File: config.mk
export PLATFORM = sky130hd
export DESIGN_NAME = dual_bram_be
export DESIGN_NICKNAME = d
export VERILOG_FILES = /design/src/rtl/dual_bram_pkg.sv /design/src/rtl/dual_bram_clear_fsm.sv /design/src/rtl/dual_bram_be.sv
export SDC_FILE = /design/constraint.sdc
export NUM_CORES = 2
export LEC_CHECK = 0
export BUFFER_PORTS_ARGS = -buffer_cell sky130_fd_sc_hd__buf_4
export CELL_PAD_IN_SITES_DETAIL_PLACEMENT = 2
export CELL_PAD_IN_SITES_GLOBAL_PLACEMENT = 2
export CORE_MARGIN = 2
export CORE_UTILIZATION = 35
export DETAILED_ROUTE_END_ITERATION = 8
export HOLD_SLACK_MARGIN = 0.06
export PLACE_DENSITY_LB_ADDON = 0.1
export SYNTH_ARGS = -nofsm -noshare
export SYNTH_HDL_FRONTEND = slang
export SYNTH_SLANG_ARGS = --single-unit
File: constraint.sdc
create_clock -name clock -period 5.75 [get_ports clock]
set_input_delay 1.4375 -clock clock [delete_from_list [all_inputs] [get_ports clock]]
set_output_delay 1.4375 -clock clock [all_outputs]
set_load 0.01 [all_outputs]
File: src/rtl/dual_bram_pkg.sv
// Shared definitions for the dual_bram_be buffer store: read-during-write
// mode codes, clear-sweep state type and lane-count helpers.
package dual_bram_pkg;

    // Same-address read-during-write behaviour selectors
    localparam int RDW_READ_FIRST  = 0;
    localparam int RDW_WRITE_FIRST = 1;

    // States of the post-reset clear sweep
    typedef enum logic [0:0] {
        IDLE  = 1'b0,
        CLEAR = 1'b1
    } clr_state_t;

    // Number of write-enable lanes in a data word
    function automatic int calc_nlanes(input int width, input int lane_w);
        return width / lane_w;
    endfunction

    // A word must split into a whole number of lanes
    function automatic bit lanes_ok(input int width, input int lane_w);
        return (lane_w > 0) && ((width % lane_w) == 0);
    endfunction

endpackage

File: src/rtl/dual_bram_clear_fsm.sv
// Post-reset clear sweep for dual_bram_be. Compiled only when the macro
// DUAL_BRAM_CLEAR_EN is defined. After reset it walks every address once,
// asking the top to write zero there, and holds busy high until done.
`ifdef DUAL_BRAM_CLEAR_EN
module dual_bram_clear_fsm
    import dual_bram_pkg::*;
#(
    parameter int LOG_DEP = 6
)(
    input  logic               clock,
    input  logic               reset,
    output logic               busy,
    output logic               clr_wen,
    output logic [LOG_DEP-1:0] clr_addr
);

    // One extra bit so reaching DEPTH is distinguishable from address 0
    localparam logic [LOG_DEP:0] TERM = {1'b1, {LOG_DEP{1'b0}}};

    clr_state_t       state_q, state_d;
    logic [LOG_DEP:0] cnt_q, cnt_d;

    // Advance the sweep address; leave CLEAR once the last address is written
    always_comb begin
        state_d = state_q;
        cnt_d   = cnt_q;
        if (state_q == CLEAR) begin
            cnt_d = cnt_q + 1'b1;
            if (cnt_d == TERM) begin
                state_d = IDLE;
            end
        end
    end

    // Reset (also mid-sweep) restarts the sweep from address 0
    always_ff @(posedge clock) begin
        if (reset) begin
            state_q <= CLEAR;
            cnt_q   <= '0;
        end else begin
            state_q <= state_d;
            cnt_q   <= cnt_d;
        end
    end

    assign busy     = (state_q == CLEAR);
    assign clr_wen  = (state_q == CLEAR);
    assign clr_addr = cnt_q[LOG_DEP-1:0];

endmodule
`endif

File: src/rtl/dual_bram_be.sv
// Simple dual-port block RAM with per-lane write enables, selectable
// read-during-write behaviour, optional output register and read-valid
// tracking. Router input-queue flit store.
// Optional feature: define DUAL_BRAM_CLEAR_EN to zero the array after every
// reset (busy is high during the sweep); otherwise busy is tied low and the
// array contents survive reset.
module dual_bram_be
    import dual_bram_pkg::*;
#(
    parameter int WIDTH    = 36,
    parameter int LOG_DEP  = 6,
    parameter int LANE_W   = 9,
    parameter int RDW_MODE = 0,
    parameter int OUT_REG  = 0
)(
    input  logic                      clock,
    input  logic                      reset,
    input  logic                      enable,
    input  logic                      wen,
    input  logic [WIDTH/LANE_W-1:0]   wbe,
    input  logic [LOG_DEP-1:0]        waddr,
    input  logic [WIDTH-1:0]          din,
    input  logic                      ren,
    input  logic [LOG_DEP-1:0]        raddr,
    output logic [WIDTH-1:0]          dout,
    output logic                      rvalid,
    output logic                      busy
);

    localparam int NLANES = calc_nlanes(WIDTH, LANE_W);
    localparam int DEPTH  = 1 << LOG_DEP;

    if (!lanes_ok(WIDTH, LANE_W)) begin : g_bad_lanes
        $error("dual_bram_be: WIDTH must be a multiple of LANE_W");
    end
    if ((RDW_MODE != RDW_READ_FIRST) && (RDW_MODE != RDW_WRITE_FIRST)) begin : g_bad_rdw
        $error("dual_bram_be: RDW_MODE must be 0 or 1");
    end
    if ((OUT_REG != 0) && (OUT_REG != 1)) begin : g_bad_oreg
        $error("dual_bram_be: OUT_REG must be 0 or 1");
    end

    logic [WIDTH-1:0]   mem [DEPTH];

    logic               busy_w;
    logic               clr_wen;
    logic [LOG_DEP-1:0] clr_addr;

`ifdef DUAL_BRAM_CLEAR_EN
    dual_bram_clear_fsm #(
        .LOG_DEP (LOG_DEP)
    ) u_clear (
        .clock    (clock),
        .reset    (reset),
        .busy     (busy_w),
        .clr_wen  (clr_wen),
        .clr_addr (clr_addr)
    );
`else
    assign busy_w   = 1'b0;
    assign clr_wen  = 1'b0;
    assign clr_addr = '0;
`endif

    assign busy = busy_w;

    logic wr_acc;
    logic rd_acc;

    assign wr_acc = enable & wen & ~busy_w;
    assign rd_acc = enable & ren & ~busy_w;

    logic [NLANES-1:0]  port_be;
    logic [LOG_DEP-1:0] port_addr;
    logic [WIDTH-1:0]   port_data;

    // Single physical write port: the clear sweep owns it while busy
    always_comb begin
        port_be   = '0;
        port_addr = waddr;
        port_data = din;
        if (clr_wen) begin
            port_be   = '1;
            port_addr = clr_addr;
            port_data = '0;
        end else if (wr_acc) begin
            port_be   = wbe;
        end
    end

    // Lane-masked array write; no reset here so the array maps to block RAM
    always_ff @(posedge clock) begin
        for (int i = 0; i < NLANES; i++) begin
            if (port_be[i]) begin
                mem[port_addr][i*LANE_W +: LANE_W] <= port_data[i*LANE_W +: LANE_W];
            end
        end
    end

    logic [WIDTH-1:0] rd_word;

    if (RDW_MODE == RDW_WRITE_FIRST) begin : g_write_first
        // Same-address collision returns the merged word: new lanes over old
        always_comb begin
            rd_word = mem[raddr];
            if (wr_acc && (waddr == raddr)) begin
                for (int i = 0; i < NLANES; i++) begin
                    if (wbe[i]) begin
                        rd_word[i*LANE_W +: LANE_W] = din[i*LANE_W +: LANE_W];
                    end
                end
            end
        end
    end else begin : g_read_first
        // Array read sees pre-write contents, giving old data on a collision
        assign rd_word = mem[raddr];
    end

    logic [WIDTH-1:0] dout_p1_q;
    logic             vld_p1_q;

    // ---- stage p1: array read register; data only loads on an accepted read
    always_ff @(posedge clock) begin
        if (reset) begin
            dout_p1_q <= '0;
            vld_p1_q  <= 1'b0;
        end else if (enable) begin
            vld_p1_q <= rd_acc;
            if (rd_acc) begin
                dout_p1_q <= rd_word;
            end
        end
    end

    if (OUT_REG != 0) begin : g_out_reg
        logic [WIDTH-1:0] dout_p2_q;
        logic             vld_p2_q;

        // ---- stage p2: optional output register, valid follows data
        always_ff @(posedge clock) begin
            if (reset) begin
                dout_p2_q <= '0;
                vld_p2_q  <= 1'b0;
            end else if (enable) begin
                vld_p2_q <= vld_p1_q;
                if (vld_p1_q) begin
                    dout_p2_q <= dout_p1_q;
                end
            end
        end

        assign dout   = dout_p2_q;
        assign rvalid = vld_p2_q;
    end else begin : g_no_out_reg
        assign dout   = dout_p1_q;
        assign rvalid = vld_p1_q;
    end

endmodule

* Yosys cells after proc, flatten, opt, wreduce, memory -nomap -nowiden
Memory sizes are Yosys's and may differ from the RTL's. A register that Yosys moved wholly into a read port is not among the register bits. Cells that the tools add are included.
Word-level totals: output and inout port bits 38, latch bits 0, logic and storage cells 14, memory bits (read-only) 0, bits of input ports 57, memory bits (writable) 2304, memories 1, flip-flop bits (word level) 1
Memory list:
- mem | words 64, width 36, rd ports 1, clocked after Yosys merged registers in 1, write ports 1, RTL line dual_bram_be.sv:43 | logic [WIDTH-1:0] mem [DEPTH];
Operators by class: multiply operators 0, bitwise logic cells 2, divide/modulo/power cells 0, reductions and logical operators 1, order comparisons 0, eq/ne operators 0, muxes and demuxes 9, shift operators 0, add/sub/neg operators 0
Operators with widths (number):
- $mux W1 | 8
- $mux W4 | 1
- $and A1 B1 Y1 | 2
- $reduce_and A2 Y1 | 1

* Logic depth before layout (Yosys ltp)
word-level depth 4, gate-level depth with buffers 11, gate-level depth less buffers 5

* Worst setup path before layout
No wires, ideal clock.
path kind input -> register, from input port raddr[2], to register dout_p1_q[30] (netlist: dout[30]) (read register of mem), path buffers 4, path slack 2.369 ns, setup time 0.133 ns, required time 5.617 ns, stages on the path 9, data arrival time 3.248 ns, path through buf_2 > buf_2 > buf_2 > clkbuf_1 > mux4_2 > a22oi_1 > a21oi_1 > a211oi_1 > o41ai_1
RTL lines:
- start, declared | RTL line dual_bram_be.sv:24 | input logic [LOG_DEP-1:0] raddr,
- end, declared | RTL line dual_bram_be.sv:119 | logic [WIDTH-1:0] dout_p1_q;

==> metrics.md <==
| Metric | Value |
|---|---|
| Internal power | 0.0291 W |
| Routed WL | 323000 um |
| Syn Nets | 4429 |
| Max cap viols | 0 |
| Core area | 0.256 sq mm |
| Switching share of power | 22.0% |
| Synth Register Bits | 2341 |
| Leakage power total | 33.7 nW |
| DRT iter0 DRCs | 5148 |
| Slew HR | 11.6% |
| Crit path DAT | 4.76 ns |
| First-pass GRT wire length | 441000 um |
| Worst-path fanout max | 53 |
| RR Startpoint | mem[26][1] |
| Die area | 0.262 sq mm |
| Grt total ovfl | 0 |
| Synthesized area per cell | 20.6 sq um |
| Clock Skews | 0.0456 ns |
| Number of I/O pins | 95 |
| Min-Delay Endpoint | rvalid |
| Most common flop cell mapped by yosys | edfxtp_1 |
| EDFF count, synth | 2304 |
| Worst-Margin Slew | 1.32 ns |
| Final Core Density | 41.1% |
| H-tree Lvls | 5 |
| Seq pwr share | 50.5% |
| Psw | 0.00822 W |
| Status | completed |
| # port buffers | 93 |
| Synth top cells by count | edfxtp_1, mux4_2, nor2_1, mux2i_1, clkbuf_1 |
| Kind of critical path | in2reg |
| Seq. cell area | 0.0699 sq mm |
| Top-area cell type share of the netlist area | 76.7% |
| DPL Wire Length | 208000 um |
| CTS tree | built |
| Cell taking the most area after synthesis | edfxtp_1 |
| Ranking of synthesized cells by area | edfxtp_1, mux4_2, mux2i_1 |
| Multi-input logic area | 0.0190 sq mm |
| Die width | 512 um |
| Worst vdd ir | 352 uV |
| HP Class | reg2reg |
| Reg2Reg Depth | 5 |
| CP Capture Type | register |
| Combinational share of power | 4.9% |
| Fin crit share | 69.7% |
| Clk pwr share | 44.6% |
| DR vias | 47700 |
| Setup slack, reg-to-reg | 3.27 ns |
| Worst skew pair latency | 0.95 ns |
| TritonCTS buffer count | 282 |
| Hold_sp | rvalid |
| Post-CTS Setup Inserts | 0 |
| GP Congestion | 0.838 |
| RSZ-0062 raised after global routing | false |
| Site row count | 186 |
| Number of global-route vias before repair | 50200 |
| Setup violators final | 0 |
| GRT Util Overall | 24.6% |
| Fill count | 23800 |
| Yosys cell types | 52 |
| Most common cell in the netlist | edfxtp_1 |
| Post-synthesis instance area | 0.0902 sq mm |
| Finished Cell Area | 0.105 sq mm |
| Worst EP required | 6.51 ns |
| Worst-path clk slew | 0.06 ns |
| Residual DRC | 0 |
| Nets | 4903 |
| CTS Root Cell | clkbuf_16 |
| Max-slew violations | 0 |
| Max Buffers Root-to-Sink | 4 |
| Initial Util | 35.2% |
| Min Tclk post-route | 4.01 ns |
| Worst Hold Depth | 2 |
| Synth Warn # | 0 |
| Post-synthesis sequential area ratio | 77.5% |
| Syn Inst Count | 4372 |
| Async SR Flop Fraction | 0% |
| DRT antenna net count | 0 |
| Final TNS setup | 0 ns |
| Cell Pwr Density | 354 mW/mm^2 |
| Hold Vio Cnt, Final | 0 |
| Height of the chip | 512 um |
| F_max | 250 MHz |
| Post-CTS Resized | 0 |
| Layout area overhead | 16.9% |
| DP Area | 0.0970 sq mm |
| Initial antenna violation count | 37 |
| Ratio of cells with drive above 1 in the final layout | 26.4% |
| Clock Sink Count | 2341 |
| Per-cell routed wire length | 38.3 um |
| Critical R2R Capture | dout[1] |
| Hold_ws | 0.507 ns |
| Via density | 5.66 |
| CP Launch Type | primary input |
| Power Total | 0.0373 W |
| 1st-pass router iterations | 5 |
| Hold-fix buffers, CTS | 0 |
| Largest net degree at the start of global routing | 66 |
[state kept, by name, summed over array words and instances, names as in the netlist]
signal  flops
rvalid      1
dout       36
mem      2304
[final cells by class]
cell class	count	share of cell area [%]
inverter	4	0.0154
antenna	8	0.0190
sequential	2341	66.3
clock inverter	104	0.659
tap	3384	4.02
multi-input combinational	1755	18.0
clock buffer	371	7.30
timing repair buffer	462	3.61
[through the flow]
stage / setup WS [ns] / cells
2_1_floorplan: 2.37 / 4372
3_3_place_gp: 0.577 / 7941
3_5_place_dp: 0.824 / 7946
4_1_cts: 1.85 / 8421
5_1_grt: 1.78 / 8424
6_report: 1.74 / 8429
[worst max path at each step]
stage | endpoint | from | cells after the start | slack [ns]
floorplan | dout[30] | raddr[2] | 9 | 2.37
global placement | mem[15][35] | waddr[5] | 4 | 0.58
detailed placement | dout[1] | raddr[2] | 6 | 0.82
CTS | dout[1] | raddr[2] | 6 | 1.85
global route | dout[1] | raddr[2] | 6 | 1.78
finish | dout[1] | raddr[2] | 6 | 1.74
[per-layer routing]
layer / share of wire (%) / vias up / track usage [%] / wire length, um
met2: 48 / 1483 / 40.1 / 156000
met4: 3.4 / 6 / 8.29 / 11100
met1: 43 / 26600 / 33.9 / 139000
met5: 0.014 / - / 0 / 46
li1: - / 19200 / - / -
met3: 5.1 / 411 / 3.47 / 16500
[worst max-delay path, cell delays in order]
cell      delay (ns)
buf_8           0.53
nand2b_2        0.76
buf_4           0.48
o221ai_1        0.27
a221oi_1        0.95
o21ai_0         0.18
[cell families after synthesis]
| logic type | synth area share (%) |
|---|---|
| compound gates | 3.89 |
| buf+inv | 1.52 |
| flops | 77.5 |
| mux | 14.4 |
| other cells | 0.00416 |
| simple gates | 2.66 |
[power by group through the flow]
| stage | combinational, W | clock, W | sequential, W |
|---|---|---|---|
| 6_report | 0.00182 | 0.0166 | 0.0189 |
| 4_1_cts | 0.00186 | 0.0170 | 0.0189 |
| 5_1_grt | 0.00192 | 0.0176 | 0.0189 |
| 3_3_place_gp | 0.00183 | 0 | 0.0192 |
| 3_5_place_dp | 0.00185 | 0 | 0.0192 |
| 2_1_floorplan | 0.000851 | 0 | 0.0192 |
[cells in the final DEF, fill, tap and decap left out, types with 14 or more instances in the layout]
cell / n
mux2_2: 19
nor2_1: 297
buf_4: 429
o211ai_1: 27
clkbuf_1: 68
a211oi_1: 22
clkbuf_16: 290
mux2i_1: 218
a32oi_1: 16
a221oi_1: 14
edfxtp_1: 2304
and3_1: 14
a22o_1: 17
mux4_2: 470
clkinv_2: 31
a21o_1: 14
a22oi_1: 117
nand3_1: 38
a21oi_1: 73
buf_12: 25
dfxtp_1: 37
o221ai_1: 44
nand2_1: 119
o22ai_1: 34
clkinv_1: 61
o21ai_0: 46
nand4_1: 35
Power figures use the tool's default switching activity.
